## config.mk

```make
export PLATFORM = sky130hd
export DESIGN_NAME = instr_encoder_flat
export DESIGN_NICKNAME = d
export VERILOG_FILES = /design/src/rtl/instr_encoder_if.sv /design/src/rtl/instr_encoder.sv /design/src/flat_wrapper.sv
export SDC_FILE = /design/constraint.sdc
export NUM_CORES = 1
export LEC_CHECK = 0
export CORE_ASPECT_RATIO = 0.6
export CORE_MARGIN = 2
export CORE_UTILIZATION = 30
export DETAILED_ROUTE_END_ITERATION = 8
export PLACE_DENSITY = 0.58
export SLEW_MARGIN = 10
export SYNTH_ARGS = -nofsm -noshare
export SYNTH_HDL_FRONTEND = slang
export SYNTH_SLANG_ARGS = --single-unit
export TNS_END_PERCENT = 5
```

## constraint.sdc

```tcl
create_clock -name clk -period 6.7 [get_ports clk]
set_input_delay 1.005 -clock clk [delete_from_list [all_inputs] [get_ports clk]]
set_output_delay 1.005 -clock clk [all_outputs]
set_load 0.1 [all_outputs]
```

## src/rtl/instr_encoder_if.sv

```systemverilog
// Field-set input and instruction-memory write bus for instr_encoder.
// The master side presents field sets and accepts writes; the slave side is the encoder.
interface instr_encoder_if #(
    parameter int unsigned ADDR_W = 8
);
    logic              in_valid;
    logic              in_ready;
    logic [1:0]        in_kind;
    logic [4:0]        in_rs;
    logic [4:0]        in_rt;
    logic [4:0]        in_rd;
    logic [5:0]        in_funct;
    logic [15:0]       in_imm;
    logic [ADDR_W-1:0] in_target;
    logic              imem_we;
    logic              imem_ready;
    logic [ADDR_W-1:0] imem_addr;
    logic [31:0]       imem_wdata;

    modport master (
        output in_valid, in_kind, in_rs, in_rt, in_rd, in_funct, in_imm, in_target,
        output imem_ready,
        input  in_ready, imem_we, imem_addr, imem_wdata
    );

    modport slave (
        input  in_valid, in_kind, in_rs, in_rt, in_rd, in_funct, in_imm, in_target,
        input  imem_ready,
        output in_ready, imem_we, imem_addr, imem_wdata
    );
endinterface

```

## src/rtl/instr_encoder.sv

```systemverilog
// Packs decoded R/lw/sw/beq field sets into MIPS words and writes them to
// instruction memory at consecutive word addresses through a one-entry output register.
module instr_encoder #(
    parameter int unsigned       ADDR_W      = 8,
    parameter logic [ADDR_W-1:0] BASE_ADDR   = '0,
    parameter int unsigned       DEPTH_WORDS = 64
) (
    input  logic              clk,
    input  logic              reset,
    input  logic              start,
    instr_encoder_if.slave    bus,
    output logic [ADDR_W-2:0] count,
    output logic              full,
    output logic              err
);
    typedef enum logic [1:0] {
        K_R   = 2'b00,
        K_LW  = 2'b01,
        K_SW  = 2'b10,
        K_BEQ = 2'b11
    } kind_e;

    localparam int unsigned       XW       = (ADDR_W + 2 > 18) ? ADDR_W + 2 : 18;
    localparam logic [ADDR_W-2:0] LP_DEPTH = (ADDR_W-1)'(DEPTH_WORDS);

    logic              r_we;
    logic [ADDR_W-1:0] r_addr;
    logic [31:0]       r_wdata;
    logic [ADDR_W-2:0] r_count;
    logic              r_full;
    logic              r_err;

    logic              w_in_ready;
    logic              w_fire;
    logic [XW-1:0]     w_pc_x;
    logic [XW-1:0]     w_diff;
    logic signed [XW-1:0] w_off;
    logic              w_off_ovf;
    logic              w_reject;
    logic [31:0]       w_word;
    logic [ADDR_W-2:0] w_count_nxt;

    assign w_in_ready = ~reset & ~r_full & ~start & (~r_we | bus.imem_ready);
    assign w_fire     = bus.in_valid & w_in_ready;

    // Offset math is done wide enough that no intermediate can wrap; the
    // 16-bit field is legal only when the bits above 15 are pure sign extension.
    assign w_pc_x    = XW'(BASE_ADDR) + XW'({r_count, 2'b00});
    assign w_diff    = XW'(bus.in_target) - (w_pc_x + XW'(4));
    assign w_off     = $signed(w_diff) >>> 2;
    assign w_off_ovf = ~((&w_off[XW-1:15]) | ~(|w_off[XW-1:15]));

    always_comb begin
        w_word   = '0;
        w_reject = 1'b0;
        unique case (kind_e'(bus.in_kind))
            K_R:   w_word = {6'b000000, bus.in_rs, bus.in_rt, bus.in_rd, 5'b00000, bus.in_funct};
            K_LW:  w_word = {6'b100011, bus.in_rs, bus.in_rt, bus.in_imm};
            K_SW:  w_word = {6'b101011, bus.in_rs, bus.in_rt, bus.in_imm};
            K_BEQ: begin
                w_word   = {6'b000100, bus.in_rs, bus.in_rt, w_off[15:0]};
                w_reject = (|bus.in_target[1:0]) | w_off_ovf;
            end
        endcase
    end

    assign w_count_nxt = r_count + (ADDR_W-1)'(1);

    always_ff @(posedge clk or posedge reset) begin
        if (reset) begin
            r_we    <= 1'b0;
            r_addr  <= BASE_ADDR;
            r_wdata <= '0;
            r_count <= '0;
            r_full  <= 1'b0;
            r_err   <= 1'b0;
        end else if (start) begin
            r_we    <= 1'b0;
            r_addr  <= BASE_ADDR;
            r_count <= '0;
            r_full  <= 1'b0;
            r_err   <= 1'b0;
        end else begin
            if (r_we && bus.imem_ready) begin
                r_we <= 1'b0;
            end
            if (w_fire) begin
                if (w_reject) begin
                    r_err <= 1'b1;
                end else begin
                    r_we    <= 1'b1;
                    r_addr  <= w_pc_x[ADDR_W-1:0];
                    r_wdata <= w_word;
                    r_count <= w_count_nxt;
                    r_full  <= (w_count_nxt == LP_DEPTH);
                end
            end
        end
    end

    assign bus.in_ready   = w_in_ready;
    assign bus.imem_we    = r_we;
    assign bus.imem_addr  = r_addr;
    assign bus.imem_wdata = r_wdata;
    assign count          = r_count;
    assign full           = r_full;
    assign err            = r_err;
endmodule

```

## src/flat_wrapper.sv

```systemverilog
// flat-port wrapper written by rule: the top's interface ports become plain ports
module instr_encoder_flat 
#(
    parameter int unsigned       ADDR_W      = 8,
    parameter logic [ADDR_W-1:0] BASE_ADDR   = '0,
    parameter int unsigned       DEPTH_WORDS = 64
)
  (clk, reset, start, count, full, err, bus_in_valid, bus_in_kind, bus_in_rs, bus_in_rt, bus_in_rd, bus_in_funct, bus_in_imm, bus_in_target, bus_imem_ready, bus_in_ready, bus_imem_we, bus_imem_addr, bus_imem_wdata);
  instr_encoder_if #(.ADDR_W(ADDR_W)) bus_i ();
  input  logic clk;
  input  logic reset;
  input  logic start;
  output logic [ADDR_W-2:0] count;
  output logic full;
  output logic err;
  input wire logic [$bits(bus_i.in_valid)-1:0] bus_in_valid;
  input wire logic [$bits(bus_i.in_kind)-1:0] bus_in_kind;
  input wire logic [$bits(bus_i.in_rs)-1:0] bus_in_rs;
  input wire logic [$bits(bus_i.in_rt)-1:0] bus_in_rt;
  input wire logic [$bits(bus_i.in_rd)-1:0] bus_in_rd;
  input wire logic [$bits(bus_i.in_funct)-1:0] bus_in_funct;
  input wire logic [$bits(bus_i.in_imm)-1:0] bus_in_imm;
  input wire logic [$bits(bus_i.in_target)-1:0] bus_in_target;
  input wire logic [$bits(bus_i.imem_ready)-1:0] bus_imem_ready;
  output wire logic [$bits(bus_i.in_ready)-1:0] bus_in_ready;
  output wire logic [$bits(bus_i.imem_we)-1:0] bus_imem_we;
  output wire logic [$bits(bus_i.imem_addr)-1:0] bus_imem_addr;
  output wire logic [$bits(bus_i.imem_wdata)-1:0] bus_imem_wdata;
  assign bus_i.in_valid = bus_in_valid;
  assign bus_i.in_kind = bus_in_kind;
  assign bus_i.in_rs = bus_in_rs;
  assign bus_i.in_rt = bus_in_rt;
  assign bus_i.in_rd = bus_in_rd;
  assign bus_i.in_funct = bus_in_funct;
  assign bus_i.in_imm = bus_in_imm;
  assign bus_i.in_target = bus_in_target;
  assign bus_i.imem_ready = bus_imem_ready;
  assign bus_in_ready = bus_i.in_ready;
  assign bus_imem_we = bus_i.imem_we;
  assign bus_imem_addr = bus_i.imem_addr;
  assign bus_imem_wdata = bus_i.imem_wdata;
  instr_encoder #(.ADDR_W(ADDR_W), .BASE_ADDR(BASE_ADDR), .DEPTH_WORDS(DEPTH_WORDS)) u_core (.clk(clk), .reset(reset), .start(start), .bus(bus_i), .count(count), .full(full), .err(err));
endmodule
```

After elaboration in Yosys (flattened, before gate mapping). Cells that the tools add are included.

Add/sub/neg operators: 3. Multiply operators: 0. Divide/modulo/power cells: 0. $lt $le $gt $ge: 0. Equal/unequal tests: 5. Shifts and indexed selects: 0. Multiplexer cells: 18. Bitwise logic cells: 10. Reduce and logical (&&, ||, !) cells: 8.

Operator list (number): $pmux W32 S4 (1); $mux W8 (3); $mux W7 (3); $sub A8 B18 Y18 (1); $mux W1 (11); $add A9 B3 Y10 const B (1); $add A7 B1 Y7 const B (1); $eq A7 B7 Y1 const B (1); $not A1 Y1 (5); $and A1 B1 Y1 (4); $eq A2 B2 Y1 const B (2); $reduce_and A2 Y1 (2); $reduce_bool A2 Y1 (2); $reduce_and A3 Y1 (1); $eq A2 B1 Y1 const B (1); $logic_not A2 Y1 (1); $ne A2 B2 Y1 const B (1); $reduce_or A2 Y1 (1); $logic_and A1 B1 Y1 (1); $or A1 B1 Y1 (1).

Register bits: 50. Bits in latches: 0. Memory bits (writable): 0. Memory bits (read-only): 0. Input bits: 52. Logic and storage cells: 50. Memories kept: 0.

Longest topological paths before layout.
Depth after elaboration: 7. Gate-level depth with buffers: 15.

Worst setup path before layout. Ideal clock, no wire load.

Path kind: input to register. Start: in start. End: reg u_core.r_count[6] (netlist: u_core.count[6]). Library setup time: 0.093 ns. Data arrival time: 5.411 ns. Path slack: 1.196 ns. Stages: 6. Path through: nor4_1 -> and3_1 -> clkbuf_1 -> clkbuf_1 -> nand2_1 -> o21ai_0.

Longest elaborated chain between the ends: 6. Elaborated cells between the ends (all ways): 8. Those cells by class: eq/ne: 1; mux: 1; bitwise: 4; reduce/logical: 2.

RTL lines: from (decl) (line flat_wrapper.sv:12) `input logic start;`; $not A1 Y1 (no line); $and A1 B1 Y1 (2 in a row) (line instr_encoder.sv:43) `assign w_in_ready = ~reset & ~r_full & ~start & (~r_we | bus.imem_ready);`; $and A1 B1 Y1 (line instr_encoder.sv:44) `assign w_fire = bus.in_valid & w_in_ready;`; $reduce_bool A2 Y1 (no line); $reduce_and A2 Y1 (no line); to (signal assigned) (line instr_encoder.sv:94) `r_count <= w_count_nxt;`; to (decl) (line instr_encoder.sv:29) `logic [ADDR_W-2:0] r_count;`.

Parallel ways exist; a longest one is shown, timed or not. A chain may end at the register's enable or synchronous reset.

Worst setup path in the final report.
Start: in start. End: out bus_in_ready.

Longest elaborated chain between the ends: 3.

RTL lines: $not A1 Y1 (no line); $and A1 B1 Y1 (2 in a row) (line instr_encoder.sv:43); to (decl) (line flat_wrapper.sv:25) `output wire logic [$bits(bus_i.in_ready)-1:0] bus_in_ready;`.

No other way between the ends.

==> results.py <==
metrics = {
    "run_status": {
        "outcome": "completed",
    },
    "clocking": {
        "root_buffer": "clkbuf_16",
        "cts_tree": "done",
        "cts_hold_buf": 0,
        "htree_levels": 2,
        "clkLatencyLatePin_ns": 0.29,
        "clkTransAtPathRegs_ns": 0.06,
        "cts_setup_buffers": 0,
        "cts_resized": 0,
        "clkSinkCount": 45,
        "cts_buffers": 5,
        "clock_path_buffers": 2,
    },
    "timing": {
        "maxSlewHeadroom": 0.333,
        "fmax_ghz": 0.215,
        "rsz0062_at_grt": "false",
        "worst_slew_pin_slew_ns": 0.998,
        "drv_slew": 0,
        "hold_viol": 0,
        "clock_skew_ns": 0.00627,
        "period_share": 0.695,
        "finalSetupViolCount": 0,
        "tns_ns": 0,
        "layout_min_cycle_time_ns": 4.66,
    },
    "floorplan": {
        "die_area_mm2": 0.00940,
        "die_h_um": 75.9,
        "die_width_um": 124,
        "core_mm2": 0.00843,
        "top_level_ports": 103,
        "rows": 26,
        "start_util": 0.307,
    },
    "synth": {
        "synth-compound-area-share": 0.164,
        "synth_cell_types": 36,
        "postSynthAreaPerCell_um2": 8.71,
        "synth_xor_area_frac": 0.0474,
        "syn_inst": 297,
        "synth_top_family_by_area": "simple AND/OR/NAND/NOR gates",
        "ys_ff_latch": 45,
        "synth.area.mux_share": 0.00435,
        "netlist_area_mm2": 0.00259,
        "synthSimpleGateAreaFrac": 0.215,
        "seq_area_frac_synth": 0.435,
        "synthAdderAreaFrac": 0.0643,
        "yosysWarnings": 0,
    },
    "route": {
        "route.detailed.drc": 0,
        "num_vias": 2373,
        "post_drt_wl_per_cell_um": 15.3,
        "dr.pass1.iters": 4,
        "drtIter0Drc": 153,
        "ant_nets": 0,
        "totalWireLength_mm": 7.61,
        "post_drt_via_cell_ratio": 4.77,
    },
    "critical_path": {
        "cp-start-kind": "primary input",
        "path_class": "in -> out",
        "crit_slowest_cell": "clkdlybuf4s50_1",
        "worstPathRequired_ns": 5.69,
        "cp_slowest_stage_delay_ns": 1.27,
        "end_kind": "primary output",
        "worstPathArrival_ns": 3.65,
        "crit_path_frequent_cell": "clkdlybuf4s50_1",
        "worstPathMaxFanout": 14,
        "crit_chain": "clkdlybuf4s50_1 -> nor4_1 -> clkdlybuf4s50_1",
    },
    "final_layout": {
        "fin_util": 0.449,
        "drive_above_1_share": 0.0570,
        "mostFrequentLayoutCells": "clkdlybuf4s50_1, nand2_1, dfrtp_1",
        "area.growth.synth_to_final_pct": 46.3,
        "fin_area_mm2": 0.00378,
        "layout_commonest_cell": "clkdlybuf4s50_1",
        "finalNonFillerCells": 498,
        "nets": 447,
        "insertedDiodeCount": 0,
    },
    "grt": {
        "antenna_found_initial": 0,
        "track_usage": 0.167,
        "grt_pass1_wl_mm": 12.1,
        "grt_overflow_total": 0,
        "grt_max_degree": 46,
        "grt_pass1_vias": 2350,
    },
    "power": {
        "leakagePower_nw": 1.64,
        "p_per_area_mw_per_mm2": 291,
        "ir_drop_mv": 0.107,
        "p_total_w": 0.00110,
    },
    "placement": {
        "port_buffers": 99,
        "place.gp.congestion": 0.807,
        "dpl_cell_area_mm2": 0.00361,
        "hpwlAfterDp_mm": 5.49,
        "dp_cells": 490,
    },
    "hold_path": {
        "min_path_type": "reg -> reg",
    },
    "run": {
        "drv_cap": 0,
    },
}
-- flip-flops by register name (all words and copies together), names as in the netlist --
register / cells
u_core.bus.imem_wdata: 29
u_core.err: 1
u_core.count: 7
u_core.bus.imem_addr: 6
u_core.full: 1
u_core.bus.imem_we: 1
-- stage by stage --
stage | hold WS, ns | worst slack [ns]
finish | 0.473 | 2.04
global route | 0.503 | 1.90
CTS | 0.479 | 2.05
detailed placement | 0.463 | 2.06
global placement | 0.456 | 2.12
floorplan | 0.962 | 1.20
-- area by class of cell --
| type | count | area, µm² |
|---|---|---|
| fillers | 837 | 4640 |
| multi-input cells | 221 | 1300 |
| flip-flops and latches | 45 | 1130 |
| repair buffers | 101 | 1010 |
| well taps | 112 | 140 |
| clock buffers | 5 | 125 |
| clock inverters | 3 | 46.3 |
| inverters | 11 | 41.3 |
-- synth_stat cells --
cell,n,area (µm²)
o21a_1,1,7.51
xnor2_1,8,70.1
a21oi_1,11,55.1
mux2_2,1,11.3
fa_1,1,20.0
nor3_1,2,10.0
nand3_1,7,35.0
o21ai_0,26,130
ha_1,9,113
a211oi_1,6,45.0
nor4_1,1,6.26
bufbuf_16,1,32.5
or2_2,2,12.5
and2_1,2,12.5
or4_1,1,7.51
a22oi_1,1,7.51
o21ai_4,1,16.3
nor2_1,16,60.1
inv_1,11,41.3
a221oi_1,3,26.3
xor2_1,6,52.6
nand3b_1,9,67.6
o41ai_2,2,32.5
a31oi_1,2,12.5
a221o_1,3,30.0
nor2b_1,5,31.3
dfrtp_1,45,1130
and3_1,4,25.0
clkbuf_1,15,56.3
o31ai_1,6,45.0
o31a_2,1,10.0
o22ai_1,1,6.26
conb_1,1,3.75
nand2_1,77,289
buf_4,6,45.0
maj3_2,3,33.8
-- critical path, delay by kind of cell --
kind                   cells  cell delay, ns
buffers and inverters      2            1.92
and+or+nand+nor            1            0.73
-- path summary, 6_finish.rpt --
path / startpoint / to / slack, ns / depth (start not counted)
worst max-delay path: start / bus_in_ready / 2.04 / 3
worst min-delay path: u_core.bus.imem_wdata[23]$_DFFE_PP0P_ / u_core.bus.imem_wdata[23]$_DFFE_PP0P_ / 0.47 / 2
worst max register to register: u_core.count[0]$_DFFE_PP0P_ / u_core.bus.imem_wdata[15]$_DFFE_PP0P_ / 3.73 / 15
worst min register to register: u_core.bus.imem_wdata[23]$_DFFE_PP0P_ / u_core.bus.imem_wdata[23]$_DFFE_PP0P_ / 0.47 / 2
max in group asynchronous: reset / u_core.bus.imem_wdata[2]$_DFFE_PP0P_ / 4.80 / 2
min in group asynchronous: reset / u_core.bus.imem_we$_DFF_PP0_ / 1.29 / 2
-- cell families after synthesis --
logic type,count (synthesis)
adder cells (fa/ha/maj),13
flip-flops,45
multiplexers,1
AND/OR/NAND/NOR,126
buffers and inverters,33
XOR/XNOR,14
other,1
AO/OA/AOI/OAI,64
-- per-layer routing --
metal | up-vias | global-route usage | routed length (µm)
met3 | 5 | 0.0580 | 716
li1 | 1168 | - | -
met4 | 0 | 0.0352 | 29
met1 | 1115 | 0.254 | 3820
met2 | 85 | 0.225 | 3040
met5 | - | 0 | 0
-- report_power, final --
| part | total [W] | switching, W | internal [W] |
|---|---|---|---|
| Combinational | 0.000488 | 0.000367 | 0.000121 |
| Sequential | 0.000327 | 0.0000210 | 0.000306 |
| Clock | 0.000285 | 0.000109 | 0.000177 |
Note: power is estimated with default switching activity, not from simulation.
